**src/rtl/riscv_pkg.sv**
```systemverilog
// RV32I encoding constants and ALU control codes shared by the ALU decoder and the instruction encoder.
package riscv_pkg;

  typedef enum logic [3:0] {
    ALU_ADD  = 4'b0000,
    ALU_SUB  = 4'b0001,
    ALU_AND  = 4'b0010,
    ALU_OR   = 4'b0011,
    ALU_XOR  = 4'b0100,
    ALU_SLT  = 4'b0101,
    ALU_SLTU = 4'b0110,
    ALU_SLL  = 4'b0111,
    ALU_SRL  = 4'b1000,
    ALU_SRA  = 4'b1001
  } alu_ctrl_e;

  localparam logic [3:0] ALU_CODE_MAX = 4'b1001;

  typedef enum logic [1:0] {
    KIND_R   = 2'b00,
    KIND_I   = 2'b01,
    KIND_BR  = 2'b10,
    KIND_RSV = 2'b11
  } kind_e;

  localparam logic [6:0] OPC_OP     = 7'b0110011;
  localparam logic [6:0] OPC_OP_IMM = 7'b0010011;
  localparam logic [6:0] OPC_BRANCH = 7'b1100011;

  localparam logic [2:0] F3_ADD_SUB = 3'b000;
  localparam logic [2:0] F3_SLL     = 3'b001;
  localparam logic [2:0] F3_SLT     = 3'b010;
  localparam logic [2:0] F3_SLTU    = 3'b011;
  localparam logic [2:0] F3_XOR     = 3'b100;
  localparam logic [2:0] F3_SRL_SRA = 3'b101;
  localparam logic [2:0] F3_OR      = 3'b110;
  localparam logic [2:0] F3_AND     = 3'b111;

  localparam logic [6:0] F7_BASE = 7'b0000000;
  localparam logic [6:0] F7_ALT  = 7'b0100000;

  typedef struct packed {
    kind_e       kind;
    logic [3:0]  alu_ctrl;
    logic [2:0]  br_funct3;
    logic [4:0]  rd;
    logic [4:0]  rs1;
    logic [4:0]  rs2;
    logic [12:0] imm;
  } enc_req_t;

  // funct3 shared by the R-type and I-type forms of each ALU operation
  function automatic logic [2:0] alu_funct3(input logic [3:0] ctrl);
    logic [2:0] f3;
    f3 = F3_ADD_SUB;
    case (ctrl)
      ALU_ADD, ALU_SUB: f3 = F3_ADD_SUB;
      ALU_SLL:          f3 = F3_SLL;
      ALU_SLT:          f3 = F3_SLT;
      ALU_SLTU:         f3 = F3_SLTU;
      ALU_XOR:          f3 = F3_XOR;
      ALU_SRL, ALU_SRA: f3 = F3_SRL_SRA;
      ALU_OR:           f3 = F3_OR;
      ALU_AND:          f3 = F3_AND;
      default:          f3 = F3_ADD_SUB;
    endcase
    return f3;
  endfunction

endpackage

```
**src/rtl/instr_fifo.sv**
```systemverilog
// DEPTH x WIDTH synchronous FIFO whose head word is held in a register, so the read port
// has no combinational path from the write port.
module instr_fifo #(
  parameter int unsigned DEPTH = 4,
  parameter int unsigned WIDTH = 32
) (
  input  logic                     clk,
  input  logic                     reset,
  input  logic                     push,
  input  logic [WIDTH-1:0]         wdata,
  input  logic                     pop,
  output logic [WIDTH-1:0]         rdata,
  output logic [$clog2(DEPTH):0]   level
);

  localparam int unsigned AW = $clog2(DEPTH);
  localparam int unsigned LW = AW + 1;

  logic [WIDTH-1:0] mem [DEPTH];
  logic [AW-1:0]    wr_ptr;
  logic [AW-1:0]    rd_ptr;
  logic [AW-1:0]    rd_ptr_n;
  logic [LW-1:0]    level_n;
  logic             push_ok;
  logic             pop_ok;
  logic [WIDTH-1:0] head_n;

  // Next head: the word being written wins when it lands in the new head slot
  always_comb begin
    push_ok  = push && (level != LW'(DEPTH));
    pop_ok   = pop && (level != '0);
    rd_ptr_n = pop_ok ? rd_ptr + AW'(1) : rd_ptr;
    level_n  = level + LW'(push_ok) - LW'(pop_ok);
    head_n   = (push_ok && (wr_ptr == rd_ptr_n)) ? wdata : mem[rd_ptr_n];
  end

  always_ff @(posedge clk) begin
    if (push_ok) mem[wr_ptr] <= wdata;
  end

  // Head register keeps its last value while the FIFO is empty
  always_ff @(posedge clk or posedge reset) begin
    if (reset) begin
      wr_ptr <= '0;
      rd_ptr <= '0;
      level  <= '0;
      rdata  <= '0;
    end else begin
      if (push_ok) wr_ptr <= wr_ptr + AW'(1);
      rd_ptr <= rd_ptr_n;
      level  <= level_n;
      if (level_n != '0) rdata <= head_n;
    end
  end

endmodule

```
**src/rtl/alu_instr_encoder.sv**
```systemverilog
// Encodes ALU/branch requests into RV32I instruction words, buffers them and tags each
// output word with its byte address.
module alu_instr_encoder
  import riscv_pkg::*;
#(
  parameter int unsigned DEPTH     = 4,
  parameter logic [31:0] BASE_ADDR = 32'h0000_0000
) (
  input  logic                   clk,
  input  logic                   reset,
  input  logic                   in_valid,
  output logic                   in_ready,
  input  logic [1:0]             in_kind,
  input  logic [3:0]             in_alu_ctrl,
  input  logic [2:0]             in_br_funct3,
  input  logic [4:0]             in_rd,
  input  logic [4:0]             in_rs1,
  input  logic [4:0]             in_rs2,
  input  logic [12:0]            in_imm,
  output logic                   out_valid,
  input  logic                   out_ready,
  output logic [31:0]            out_instr,
  output logic [31:0]            out_addr,
  output logic                   illegal,
  output logic [7:0]             err_count,
  output logic [$clog2(DEPTH):0] level
);

  localparam int unsigned LW = $clog2(DEPTH) + 1;

  enc_req_t    req;
  logic        accept;
  logic        legal;
  logic        push;
  logic        pop;
  logic [31:0] instr;
  logic [2:0]  f3;
  logic [6:0]  f7;
  logic        is_shift;
  logic        ctrl_ok;

  assign req = '{kind:      kind_e'(in_kind),
                 alu_ctrl:  in_alu_ctrl,
                 br_funct3: in_br_funct3,
                 rd:        in_rd,
                 rs1:       in_rs1,
                 rs2:       in_rs2,
                 imm:       in_imm};

  assign in_ready  = level < LW'(DEPTH);
  assign out_valid = level != '0;
  assign accept    = in_valid && in_ready;
  assign push      = accept && legal;
  assign pop       = out_valid && out_ready;

  // Field assembly and legality check for one request
  always_comb begin
    f3       = alu_funct3(req.alu_ctrl);
    f7       = ((req.alu_ctrl == ALU_SUB) || (req.alu_ctrl == ALU_SRA)) ? F7_ALT : F7_BASE;
    is_shift = req.alu_ctrl inside {ALU_SLL, ALU_SRL, ALU_SRA};
    ctrl_ok  = req.alu_ctrl <= ALU_CODE_MAX;
    legal    = 1'b0;
    instr    = '0;
    case (req.kind)
      KIND_R: begin
        legal = ctrl_ok;
        instr = {f7, req.rs2, req.rs1, f3, req.rd, OPC_OP};
      end
      KIND_I: begin
        legal = ctrl_ok && (req.alu_ctrl != ALU_SUB);
        if (is_shift) instr = {f7, req.imm[4:0], req.rs1, f3, req.rd, OPC_OP_IMM};
        else          instr = {req.imm[11:0], req.rs1, f3, req.rd, OPC_OP_IMM};
      end
      KIND_BR: begin
        legal = !((req.br_funct3 == 3'b010) || (req.br_funct3 == 3'b011)) && !req.imm[0];
        instr = {req.imm[12], req.imm[10:5], req.rs2, req.rs1, req.br_funct3,
                 req.imm[4:1], req.imm[11], OPC_BRANCH};
      end
      default: legal = 1'b0;
    endcase
  end

  instr_fifo #(
    .DEPTH (DEPTH),
    .WIDTH (32)
  ) u_fifo (
    .clk   (clk),
    .reset (reset),
    .push  (push),
    .wdata (instr),
    .pop   (pop),
    .rdata (out_instr),
    .level (level)
  );

  // Address of the head word advances only on a completed pop
  always_ff @(posedge clk or posedge reset) begin
    if (reset) begin
      out_addr  <= BASE_ADDR;
      illegal   <= 1'b0;
      err_count <= '0;
    end else begin
      if (pop) out_addr <= out_addr + 32'd4;
      illegal <= accept && !legal;
      if (accept && !legal && (err_count != 8'hFF)) err_count <= err_count + 8'd1;
    end
  end

endmodule

```
**config.mk**
```make
export PLATFORM = sky130hd
export DESIGN_NAME = alu_instr_encoder
export DESIGN_NICKNAME = d
export VERILOG_FILES = /design/src/rtl/riscv_pkg.sv /design/src/rtl/instr_fifo.sv /design/src/rtl/alu_instr_encoder.sv
export SDC_FILE = /design/constraint.sdc
export NUM_CORES = 1
export LEC_CHECK = 0
export CAP_MARGIN = 20
export CORE_AREA = 2 2 159 161
export DETAILED_ROUTE_END_ITERATION = 7
export DIE_AREA = 0 0 161 163
export GPL_ROUTABILITY_DRIVEN = 1
export HOLD_SLACK_MARGIN = 0.03
export PLACE_DENSITY = 0.72
export SKIP_CTS_REPAIR_TIMING = 1
export SLEW_MARGIN = 10
export SYNTH_ARGS = -nofsm -noshare
export SYNTH_HDL_FRONTEND = slang
export SYNTH_HIERARCHICAL = 1
export SYNTH_SLANG_ARGS = --single-unit
```
**constraint.sdc**
```tcl
create_clock -name clk -period 5.17 [get_ports clk]
set_input_delay 0.517 -clock clk [delete_from_list [all_inputs] [get_ports clk]]
set_output_delay 0.517 -clock clk [all_outputs]
set_load 0.02 [all_outputs]
```
==> results of run 1 <==
-- cells by family (layout without fill, tap and decap cells) --
logic type | after synthesis | after routing | share of synthesized area, %
AOI/OAI and AO/OA | 186 | 186 | 15.2
other | 1 | 12 | 0.0360
and+or+nand+nor | 416 | 416 | 19.0
muxes | 8 | 8 | 0.912
DFF | 206 | 206 | 55.6
adders and majority gates | 14 | 14 | 1.75
xor gates and xnor gates | 42 | 42 | 3.53
buffers and inverters | 102 | 200 | 3.95
-- power by group --
| group | switching (mW) | internal [mW] |
|---|---|---|
| Combinational | 1.79 | 1.18 |
| Sequential | 0.278 | 2.06 |
| Clock | 0.625 | 0.982 |
-- metal layers --
layer  vias to the layer above  wire (um)
li1                       3780          -
met1                      3963      11100
met2                       305      13100
met3                        47       1970
met4                         0        712
met5                         -          0
-- final cells by class --
class,count,share of cell area (%)
Multi-Input combinational cell,678,33.8
Tap cell,330,3.27
Clock inverter,7,0.951
Inverter,22,0.654
Sequential cell,206,45.9
Timing Repair Buffer,138,10.5
Clock buffer,33,4.92
-- state kept, by name, summed over array words and instances, names as in the netlist --
signal         cells
err_count          8
illegal            1
out_addr          30
u_fifo/level       3
u_fifo/mem       128
u_fifo/rd_ptr      2
u_fifo/rdata      32
u_fifo/wr_ptr      2
-- synthesized netlist by cell type, types with 2 or more instances --
| library cell | count | area [sq um] |
|---|---|---|
| nand2_1 | 241 | 905 |
| edfxtp_1 | 128 | 3840 |
| dfrtp_1 | 78 | 1950 |
| a311oi_1 | 62 | 543 |
| clkbuf_1 | 56 | 210 |
| nor2_1 | 46 | 173 |
| nand3_1 | 45 | 225 |
| o31ai_1 | 32 | 240 |
| xnor2_1 | 32 | 280 |
| a211oi_1 | 31 | 233 |
| nand3b_1 | 31 | 233 |
| o311a_1 | 31 | 310 |
| inv_1 | 20 | 75.1 |
| buf_2 | 17 | 85.1 |
| and2_1 | 14 | 87.6 |
| ha_1 | 13 | 163 |
| a22o_1 | 11 | 96.3 |
| xor2_1 | 10 | 87.6 |
| nand4_1 | 7 | 43.8 |
| and3_1 | 5 | 31.3 |
| and4_1 | 5 | 43.8 |
| buf_1 | 5 | 18.8 |
| mux2i_1 | 5 | 50.1 |
| o21ai_0 | 5 | 25.0 |
| a21oi_1 | 4 | 20.0 |
| nor3_1 | 4 | 20.0 |
| nand2b_1 | 3 | 18.8 |
| nor2b_1 | 3 | 18.8 |
| buf_4 | 2 | 15.0 |
| mux2_2 | 2 | 22.5 |
| nand4_4 | 2 | 42.5 |
| nor3_4 | 2 | 32.5 |
| o21bai_1 | 2 | 15.0 |
-- worst max-delay path: stages (launching register included) --
cell and delay, ns:
dfrtp_1 0.43, nor3_4 0.43, inv_1 0.13, nand2_1 0.16
inv_1 0.14, o31ai_4 0.24, inv_2 0.41, nor4_2 0.48
o41a_1 0.92, buf_4 0.42, a311oi_1 0.11, o31ai_1 0.32
-- worst max-delay path by stage --
stage | to | slack, ns | cells after the start
2_1_floorplan | u_fifo/rdata[0] | 1.01 | 18
3_3_place_gp | u_fifo/rdata[30] | 0.70 | 19
3_5_place_dp | u_fifo/rdata[30] | 0.60 | 19
4_1_cts | u_fifo/rdata[21] | 0.87 | 11
5_1_grt | u_fifo/rdata[3] | 0.56 | 11
6_report | u_fifo/rdata[21] | 0.84 | 11
==> impl_metrics.json, run 1 <==
{
  "cp.required_ns": 5.58,
  "syn_inst": 975,
  "hp-start": "out_addr[31]",
  "gr-usage-all-layers_pct": 20.3,
  "grt_pass1_vias": 7831,
  "routed_wl_mm": 26.9,
  "tightest_slew_ns": 1.03,
  "max_freq_mhz": 231,
  "p_per_area_mw_per_mm2": 547,
  "worst_slack_ns": 0.835,
  "async_reset_ff_share_pct": 37.9,
  "startpoint_type": "register",
  "synth_area_sq_mm": 0.0104,
  "grt-ovfl-total": 0,
  "drive_above_1_share_pct": 6.83,
  "ys_ff_latch": 206,
  "h-tree-depth": 1,
  "fin_skew_ns": 0.0207,
  "antenna_found_initial": 0,
  "grt_first_pass_wirelength_mm": 42.0,
  "pre_cts_slack_ns": 0.602,
  "rr_worst_depth": 11,
  "coreArea_sq_mm": 0.0247,
  "r2r-start": "u_fifo/level[1]",
  "hold_viol_final": 0,
  "place_congestion": 0.803,
  "fin_nets": 1123,
  "clk_path_buf_depth": 3,
  "multi_input_area_sq_mm": 0.00427,
  "cts_tree": "built",
  "path_max_fanout": 25,
  "placed_area_sq_mm": 0.0119,
  "portBuffers": 116,
  "vias_per_cell": 5.72,
  "rows": 58,
  "met3_usage_pct": 2.98,
  "total_power_mw": 6.91,
  "ys_seq_area_share_pct": 55.6,
  "wl_per_cell_um": 19.0,
  "layout_common_cells": "nand2_1 (241), edfxtp_1 (128), clkdlybuf4s50_1 (116)",
  "die_w_um": 161,
  "finish.utilization_pct": 51.2,
  "first_pass_iters": 5,
  "synth_flop_cell": "edfxtp_1",
  "synth_edf_count": 128,
  "critPathLaunch": "u_fifo/level[1]",
  "rsz0062_at_grt": "false",
  "holdPathEnd": "out_addr[31]",
  "initial_core_util_pct": 42.2,
  "period_share_pct": 83.8,
  "clk_pin_slew_worst_paths_ns": 0.06,
  "r2r_end": "u_fifo/rdata[21]",
  "worst-setup-path-type": "reg -> reg",
  "min_path_cells": 1,
  "slew_violations": 0,
  "setup-violations-final": 0,
  "clock_latency_ns": 0.52,
  "clock-sinks": 206,
  "period_minus_slack_ns": 4.33,
  "ys_warn_count": 6,
  "slew_headroom_pct": 31.6,
  "ir_drop_uv": 348,
  "ff_latch_area_sq_mm": 0.00580,
  "drtIter0Drc": 705,
  "place_inst": 1373,
  "ff2ff_setup_slack_ns": 0.84,
  "layout_commonest_cell": "nand2_1",
  "grt_use_met2_pct": 34.6,
  "ant_nets": 0,
  "area_growth_syn_to_layout_pct": 21.2,
  "root_buffer": "clkbuf_16",
  "cap_violations": 0,
  "dp_hpwl_mm": 16.4,
  "cts_made_buffers": 22,
  "grt_max_degree": 88,
  "n_antenna_cell": 0,
  "syn_area_per_cell_sq_um": 10.7,
  "ys_types": 54,
  "worstPathArrival_ns": 4.75,
  "hold_class": "reg -> reg",
  "p_leak_nw": 4.73,
  "die-area_sq_mm": 0.0262,
  "design_area_sq_mm": 0.0126,
  "worst_setup_path_end_kind": "register",
  "route.vias.total": 8095,
  "setup_tns_ns": 0,
  "fillers": 2145,
  "top_level_ports": 119,
  "busiest_layer": "met2",
  "timing.hold.ws_ns": 0.472,
  "drcViolationCount": 0,
  "die_y_um": 163,
  "use_met1_pct": 26.5,
  "layout.cells.non_filler": 1414,
  "status": "complete, no violations"
}
No activity file was read; power rests on OpenSTA's default activity.
==> inputs of run 2 (changes only) <==
Clock period 5.17 ns to 4.52 ns, I/O delays scaled along.
==> impl_metrics.json, run 2 (synthesis results as in run 1) <==
{
  "cts_tree": "built",
  "cap_violations": 0,
  "clock_latency_ns": 0.51,
  "largest_reg_flops": 128,
  "r2r_end": "u_fifo/rdata[3]",
  "fin_skew_ns": 0.00980,
  "cts_made_buffers": 22,
  "status": "complete, no violations",
  "p_sw_mw": 3.06,
  "h-tree-depth": 1,
  "clk_path_buf_depth": 3,
  "worst-setup-path-type": "in -> reg",
  "crit_chain": "clkdlybuf4s50_1 > inv_1 > ha_1 > and4bb_2 > a211oi_2 > nor2_1 > nor2_1 > o31a_1 > inv_1 > ha_1 > inv_1 > ha_1 > fa_1 > xnor2_1 > xnor2_1 > nor3_2 > buf_4 > o31ai_1",
  "period_share_pct": 83.4,
  "antenna_found_initial": 1,
  "layout_common_cells": "nand2_1 (241), edfxtp_1 (128), clkdlybuf4s50_1 (116)",
  "setup-violations-final": 0,
  "finish.utilization_pct": 51.1,
  "ff2ff_setup_slack_ns": 0.87,
  "tightest_slew_ns": 1.06,
  "n_antenna_cell": 0,
  "dp_hpwl_mm": 15.8,
  "path_max_fanout": 40,
  "route.vias.total": 8144,
  "cp.depth": 18,
  "rsz0062_at_grt": "false",
  "critPathLaunch": "in_alu_ctrl[1]",
  "endpoint": "u_fifo/rdata[3]",
  "cpLargestDelayFamily": "buffers and inverters",
  "slowest_stage": "clkdlybuf4s50_1",
  "rr_worst_depth": 15,
  "first_pass_iters": 6,
  "fin_nets": 1123,
  "worst_setup_path_end_kind": "register",
  "die_w_um": 161,
  "worstPathArrival_ns": 4.14,
  "swShare_pct": 39.4,
  "die-area_sq_mm": 0.0262,
  "total_power_mw": 7.78,
  "grt_pass1_vias": 7760,
  "layout_commonest_cell": "nand2_1",
  "fillers": 2164,
  "root_buffer": "clkbuf_16",
  "p_int_mw": 4.72,
  "r2r-start": "u_fifo/level[2]",
  "rows": 58,
  "initial_core_util_pct": 42.2,
  "p_per_area_mw_per_mm2": 618,
  "largest-register": "u_fifo/mem",
  "clk_pin_slew_worst_paths_ns": 0.06,
  "drtIter0Drc": 648,
  "reg_top3": "u_fifo/mem: 128 flops, u_fifo/rdata: 32 flops, out_addr: 30 flops",
  "max_freq_mhz": 265,
  "pre_cts_slack_ns": 0.257,
  "path_buf_inv": 5,
  "ir_drop_uv": 317,
  "drive_above_1_share_pct": 6.64,
  "slew_headroom_pct": 29.3,
  "grt_max_degree": 111,
  "coreArea_sq_mm": 0.0247,
  "worst_slack_ns": 0.751,
  "p_leak_nw": 4.72,
  "place_congestion": 0.801,
  "routed_wl_mm": 26.8,
  "cp.required_ns": 4.89,
  "clkPwrFrac_pct": 22.2,
  "clock-sinks": 206,
  "grt_first_pass_wirelength_mm": 42.0,
  "area_growth_syn_to_layout_pct": 20.9,
  "gr-usage-all-layers_pct": 20.3,
  "combPwrFrac_pct": 44.0,
  "hold_class": "in -> async",
  "ant_nets": 0,
  "top_level_ports": 119,
  "wl_per_cell_um": 18.9,
  "setup_tns_ns": 0,
  "pwr-share-seq_pct": 33.8,
  "die_y_um": 163,
  "slew_violations": 0,
  "period_minus_slack_ns": 3.77,
  "grt-ovfl-total": 0,
  "drcViolationCount": 0,
  "vias_per_cell": 5.76,
  "portBuffers": 116,
  "cp_slowest_stage_delay_ns": 0.53,
  "hold_viol_final": 0,
  "startpoint_type": "primary input"
}
[run 2: worst register-to-register path, delay by kind of cell (launching register included)]
kind / cells / cell delay, ns
flip-flops: 1 / 0.40
AO/OA/AOI/OAI: 2 / 0.24
AND/OR/NAND/NOR: 3 / 0.75
adder cells (fa/ha/maj): 3 / 0.88
XOR/XNOR: 2 / 0.33
buffers and inverters: 5 / 0.91
[run 2: final cells by class]
class                           instances  area (sq um)  share of cell area, %
Sequential cell                       206          5800                   46.0
Clock buffer                           33           633                   5.02
Inverter                               22          82.6                  0.655
Timing Repair Buffer                  138          1340                   10.6
Multi-Input combinational cell        678          4270                   33.9
Clock inverter                          7          58.8                  0.467
Tap cell                              330           413                   3.28
[run 2: how the worst min path moves through the flow]
stage          slack (ns)  cells past startpoint            to
4_1_cts              0.44                      3  out_addr[15]
3_3_place_gp         0.46                      1  out_addr[31]
6_report             0.44                      3  out_addr[15]
5_1_grt              0.50                      3  out_addr[15]
3_5_place_dp         0.47                      1  out_addr[31]
2_1_floorplan        0.58                      1  out_addr[31]
[run 2: power groups by stage]
| stage | combinational (mW) | clock (mW) | sequential [mW] |
|---|---|---|---|
| after CTS | 3.41 | 1.77 | 2.63 |
| final | 3.43 | 1.73 | 2.63 |
| after global routing | 3.74 | 1.85 | 2.67 |
| after global placement | 3.32 | 0 | 2.66 |
| after detailed placement | 3.42 | 0 | 2.66 |
| after floorplan | 2.10 | 0 | 2.83 |
[run 2: stage by stage]
step                      cell area (sq um)  hold slack [ns]  std cells
after floorplan                       10500            0.578        986
after global placement                11900            0.460       1374
after detailed placement              11900            0.470       1374
after CTS                             12600            0.442       1414
after global routing                  12600            0.501       1414
final                                 12600            0.435       1414
[run 2: routing by layer]
layer / up-vias / global-route usage, % / routed length [um] / part of all wire [%]
li1: 3776 / - / - / -
met5: - / 0 / 0 / 0
met3: 50 / 2.32 / 1950 / 7.3
met1: 3967 / 26.4 / 10900 / 41
met2: 351 / 35.2 / 13400 / 50
met4: 0 / 7.35 / 555 / 2.1
